==> config.mk <==
export PLATFORM = sky130hd
export DESIGN_NAME = toggle_updown_counter
export DESIGN_NICKNAME = d
export VERILOG_FILES = /design/src/rtl/toggle_updown_counter.sv
export SDC_FILE = /design/constraint.sdc
export NUM_CORES = 1
export LEC_CHECK = 0
export BUFFER_PORTS_ARGS = -buffer_cell sky130_fd_sc_hd__buf_2
export CAP_MARGIN = 30
export CORE_MARGIN = 10
export CORE_UTILIZATION = 45
export DETAILED_ROUTE_END_ITERATION = 16
export PLACE_DENSITY = 0.84
export SKIP_CTS_REPAIR_TIMING = 1
export SYNTH_ARGS = -nofsm -noshare
export SYNTH_HDL_FRONTEND = slang
export SYNTH_SLANG_ARGS = --single-unit
==> constraint.sdc <==
create_clock -name CLK -period 1.9 [get_ports CLK]
set_clock_uncertainty 0.15 [all_clocks]
set_input_delay 0.19 -clock CLK [delete_from_list [all_inputs] [get_ports CLK]]
set_output_delay 0.19 -clock CLK [all_outputs]
set_load 0.01 [all_outputs]
==> src/rtl/toggle_updown_counter.sv <==
// Modulo-MOD up/down counter: a toggle-control stage computes which bits must
// flip, and a bank of toggle cells applies that vector on each rising edge.
// TC flags the terminal count for cascading; WRAP is its registered echo.
module toggle_updown_counter #(
    parameter int unsigned N   = 4,
    parameter int unsigned MOD = 10
) (
    input  logic         CLK,
    input  logic         RST,
    input  logic         EN,
    input  logic         UP,
    input  logic         LOAD,
    input  logic [N-1:0] D,
    output logic [N-1:0] Q,
    output logic [N-1:0] T_VEC,
    output logic         TC,
    output logic         WRAP
);

    // One extra bit so MOD = 2^N is representable for the load range check.
    localparam int unsigned   NW    = N + 1;
    localparam logic [N-1:0]  Q_MAX = N'(MOD - 1);
    localparam logic [NW-1:0] MOD_W = NW'(MOD);

    logic [N-1:0] nxt;
    logic         d_in_range;
    logic         at_zero;
    logic         at_top;

    assign d_in_range = {1'b0, D} < MOD_W;
    assign at_zero    = (Q == '0);
    // Q >= MOD-1 also catches unreachable out-of-range values so they recover to 0.
    assign at_top     = (Q >= Q_MAX);

    // Next-state selection; the toggle vector is the set of bits that differ.
    always_comb begin
        nxt = Q;
        if (LOAD) begin
            nxt = d_in_range ? D : '0;
        end else if (EN) begin
            if (UP) begin
                nxt = at_top ? '0 : Q + N'(1);
            end else begin
                nxt = at_zero ? Q_MAX : Q - N'(1);
            end
        end
        T_VEC = Q ^ nxt;
        TC    = EN & ~LOAD & (UP ? (Q == Q_MAX) : at_zero);
    end

    // Toggle cells: each bit flips when its toggle enable is set.
    always_ff @(posedge CLK or negedge RST) begin
        if (!RST) begin
            Q <= '0;
        end else begin
            Q <= Q ^ T_VEC;
        end
    end

    // Wrap pulse: high for the single cycle after a terminal-count edge.
    always_ff @(posedge CLK or negedge RST) begin
        if (!RST) begin
            WRAP <= 1'b0;
        end else begin
            WRAP <= TC;
        end
    end

endmodule

## After elaboration in Yosys (flattened, before gate mapping)

Cells that the tools add are included.
Widths: inputs -> output; s select.

- Muxes and demuxes: 7
- Equal/unequal tests: 1
- Add/subtract/negate cells: 2
- Reductions and logical operators: 1
- Bitwise logic cells: 5
- Magnitude comparators: 2

Operators with widths:

| kind | number |
|---|---|
| $mux 4 | 6 |
| $xor 4x4->4 | 2 |
| $add 4x1->4 const B | 1 |
| $eq 4x4->1 const B | 1 |
| $ge 4x4->1 const B | 1 |
| $logic_not 4->1 | 1 |
| $lt 4x4->1 const B | 1 |
| $sub 4x1->4 const B | 1 |
| $and 1x1->1 | 2 |
| $mux 1 | 1 |
| $not 1->1 | 1 |

- Word-level logic and storage cells: 20
- Output and inout bits: 10
- Flip-flop bits (word level): 5

## Depth between registers and ports, before layout

- Depth in word-level cells: 7
- Depth in mapped cells: 7
- Depth with buffers taken out: 6

## Least setup slack after synthesis

OpenSTA, ideal clock, no wires.

- Path kind: flip-flop to output port
- Start: register Q[0]
- End: output T_VEC[1]
- Stages on the path, launching flop included: 7
- Required time: 1.560 ns
- Setup slack: -0.205 ns
- Buffers on the path: 0
- Arrival time: 1.765 ns
- Cell sequence: dfrtp_1 inv_1 ha_1 nor3b_1 o31ai_1 mux2_2 o211ai_1

- Cells in the longest elaborated chain, start to end: 6
- Elaborated cells on any way between the ends: 10
- Classes of those cells: 2 x add/sub; 1 x order compare; 5 x mux; 1 x bitwise; 1 x reduce/logical

RTL lines:

| element | line | source |
|---|---|---|
| from (decl) | 14 | `output logic [N-1:0] Q,` |
| from (signal assigned) | 56 | `Q <= Q ^ T_VEC;` |
| $sub 4x1->4, or another cell as far along | 44 | `nxt = at_zero ? Q_MAX : Q - N'(1);` |
| $mux 4, on equally long branches | 44, 42 |  |
| $mux 4 (*) | 41 | `if (UP) begin` |
| $mux 4 (*) | 40 | `end else if (EN) begin` |
| $mux 4 (*) | 38 | `if (LOAD) begin` |
| $xor 4x4->4 (*) | 47 | `T_VEC = Q ^ nxt;` |
| to (decl) | 15 | `output logic [N-1:0] T_VEC,` |

Mark *: on every way between the ends. The rest lies on a longest branch, timed or not.

## Final worst setup path

- Start: register Q[0]
- End: output T_VEC[0]

- Cells in the longest elaborated chain, start to end: 6
- Elaborated cells on any way between the ends: 10
- Classes of those cells: 2 x add/sub; 1 x order compare; 5 x mux; 1 x bitwise; 1 x reduce/logical

RTL lines:

| element | line |
|---|---|
| $sub 4x1->4, or another cell as far along | 44 |
| $mux 4, on equally long branches | 44, 42 |
| $mux 4 | 41 |
| $mux 4 | 40 |
| $mux 4 | 38 |
| $xor 4x4->4 (*) | 47 |

Marked as above.

==> impl_results.md <==
- Outcome: complete, but fails checks
- Failing checks: negative setup slack
- Ports: 19
- Clk_lat worst skew: 260 ps
- Synth cell types: 39
- Buffer levels on the longest clock path: 2
- Post-DP HPWL: 1.68 mm
- Setup slack after layout: -337 ps
- CTS clock-pin slew for the worst setup and hold paths: 50 ps
- Placer Congestion: 0.914
- Syn_nets: 99
- Avg Cell Area, Syn: 7.49 um^2
- Yosys warnings: 0
- Fillers: 89
- CP required: 1560 ps
- CP Capture Type: output port
- Slowest stage delay, CP: 400 ps
- CP Launch Type: register
- Cell-internal power: 0.380 mW
- Inserted Clock Buffers: 3
- Chip height: 57.8 um
- Max Fclk: 0.447 GHz
- Synth Cell Area: 644 um^2
- Total leakage power: 0.468 nW
- Final Net Count: 139
- Logic pwr share: 57.2%
- Drt drc: 0
- Clk root buf: clkbuf_4
- Period utilization: 118%
- CTS H-Tree Depth: 1
- Worst hold slack: 111 ps
- Crit-path slowest cell: dfrtp_2
- Sw Share: 40.3%
- Overall routing resource usage: 13.2%
- Power Density: 608 nW/um^2
- Routed vias: 847
- FF+latch count, synth: 5
- P&R area growth vs syn: 62.3%
- CTS tree: done
- Slew headroom: 72.0%
- Clk pwr share: 21.2%
- Worst Path Arrival: 1900 ps
- RSZ-0062 raised after global routing: true
- Worst-Margin Slew: 416 ps
- Dpl ws: -94.8 ps
- Crit-path max FO: 5
- DP Cell Count: 132
- Routed len/inst: 17.7 um
- Share of cells above drive strength 1: 52.0%
- Post-synthesis sequential area ratio: 19.4%
- Initial Util: 48.3%
- Area leader, netlist: dfrtp_1
- Minimum clock period: 2240 ps
- HP Class: input port to register
- Initial drt markers: 40
- Gr ovfl total: 0
- Finished Core Util: 78.4%
- Final instance area: 1050 um^2
- DRT Wirelength: 2.48 mm
- Synth top area share: 19.4%
- Core footprint: 1330 um^2
- Placement Cell Area: 885 um^2
- Initial antenna violation count: 0
- Die footprint: 3350 um^2
- Sum Neg Setup Slack: -1340 ps
- Peak supply drop: 0.463 mV
- Port bufs: 18
- Num rows: 13
- DR pass1 iterations: 4
- Maxcap violations: 0
- Finished Layout Cells: 140
- Antenna Diode Count: 0
- Sequential share of power: 21.6%
- CP cell instances: inv_4 -> ha_4 -> nor3b_2 -> or2_1 -> buf_6 -> a21boi_1 -> o22ai_1 -> buf_2
- Hold Fails Final Rpt: 0
- Slew Viols, Final: 0
- Antenna-violating nets left: 0
- Total power: 0.635 mW
- Top_reg_cell synth: dfrtp_1
- Number of flops mapped to enable cells by yosys: 0
- Avg Vias per Cell: 6.05
- # setup viols final: 6
- Largest net degree at the start of global routing: 14
- P_sw: 0.256 mW
- Top post-synthesis cells by area: dfrtp_1 (19%), ha_1 (7.8%), a21oi_1 (5.4%)
- First-pass GRT wire length: 3.56 mm
- DIE WIDTH: 57.8 um
- Syn Inst Count: 86
- Post-synth ARST share: 100%
- Number of global-route vias before repair: 805
- Clock sink count: 5
- Type of the worst setup path: register to output port
flip-flops by register name, indices dropped and copies added (netlist names):
register and flops:
WRAP 1, Q 4
cell usage in the layout (no fill, tap or decap), drive strengths merged, types with 2 or more instances in the layout:
| master | instances |
|---|---|
| buf | 40 |
| xnor2 | 2 |
| a21boi | 2 |
| o31ai | 2 |
| and2b | 2 |
| nand2 | 8 |
| nand2b | 3 |
| nor2 | 5 |
| o21ai | 6 |
| ha | 4 |
| nor3b | 2 |
| inv | 7 |
| dfrtp | 5 |
| o211ai | 2 |
| clkbuf | 4 |
| a31oi | 2 |
| nand3b | 2 |
| a21oi | 7 |
| nor3 | 3 |
| nand4 | 2 |
synth_stat cells, drive strengths merged (2+ instances only):
cell    number
nand4        2
buf          5
ha           4
o31ai        2
dfrtp        5
nor3b        2
nand2        8
nor3         3
xnor2        2
a21oi        7
nor2         5
o211ai       2
nand3b       2
and2b        2
inv          7
o21ai        6
a21boi       2
nand2b       3
a31oi        2
worst paths after layout:
check | startpoint | to | slack (ps) | depth (start not counted)
hold reg to reg | Q[1] | Q[1] | 710 | 5
min in group asynchronous | RST | WRAP | 140 | 2
max in group asynchronous | RST | Q[0] | 1300 | 2
setup reg to reg | Q[0] | Q[1] | -30 | 8
hold / removal | D[1] | Q[1] | 110 | 3
setup / recovery | Q[0] | T_VEC[0] | -340 | 8
critical path: cells and delay by family, from the launching register on:
family | cells | cell delay (ps)
buffers and inverters | 3 | 340
flip-flops | 1 | 400
AO/OA/AOI/OAI | 2 | 310
adder cells (fa/ha/maj) | 1 | 150
AND/OR/NAND/NOR | 2 | 430
area by class of cell:
type	instances	area (um^2)	area share [%]
inverter	7	31.3	2.99
multi-input combinational	68	569	54.4
tap	15	18.8	1.79
sequential	5	128	12.2
timing repair buffer	41	273	26.1
clock buffer	4	26.3	2.51
layer usage:
layer / GRT usage, % / vias up / share of wire [%]
li1: - / 387 / -
met1: 14.7 / 379 / 38
met2: 22.2 / 64 / 47
met3: 3.49 / 17 / 11
met4: 7.05 / 0 / 4.5
met5: 0 / - / 0
power by group through the flow:
stage,combinational (mW),sequential [mW],clock (mW)
2_1_floorplan,0.160,0.138,0
3_3_place_gp,0.285,0.131,0
3_5_place_dp,0.293,0.132,0
4_1_cts,0.296,0.130,0.132
5_1_grt,0.395,0.139,0.141
6_report,0.364,0.137,0.134
cell families after synthesis:
logic type      after synthesis  share of synthesized area (%)
xor+xnor                      2                           2.72
fa+ha+maj                     4                           7.77
simple gates                 32                           27.2
flops                         5                           19.4
compound gates               29                           31.3
buf+inv                      13                           9.90
mux                           1                           1.75
Power figures use the tool's default switching activity.
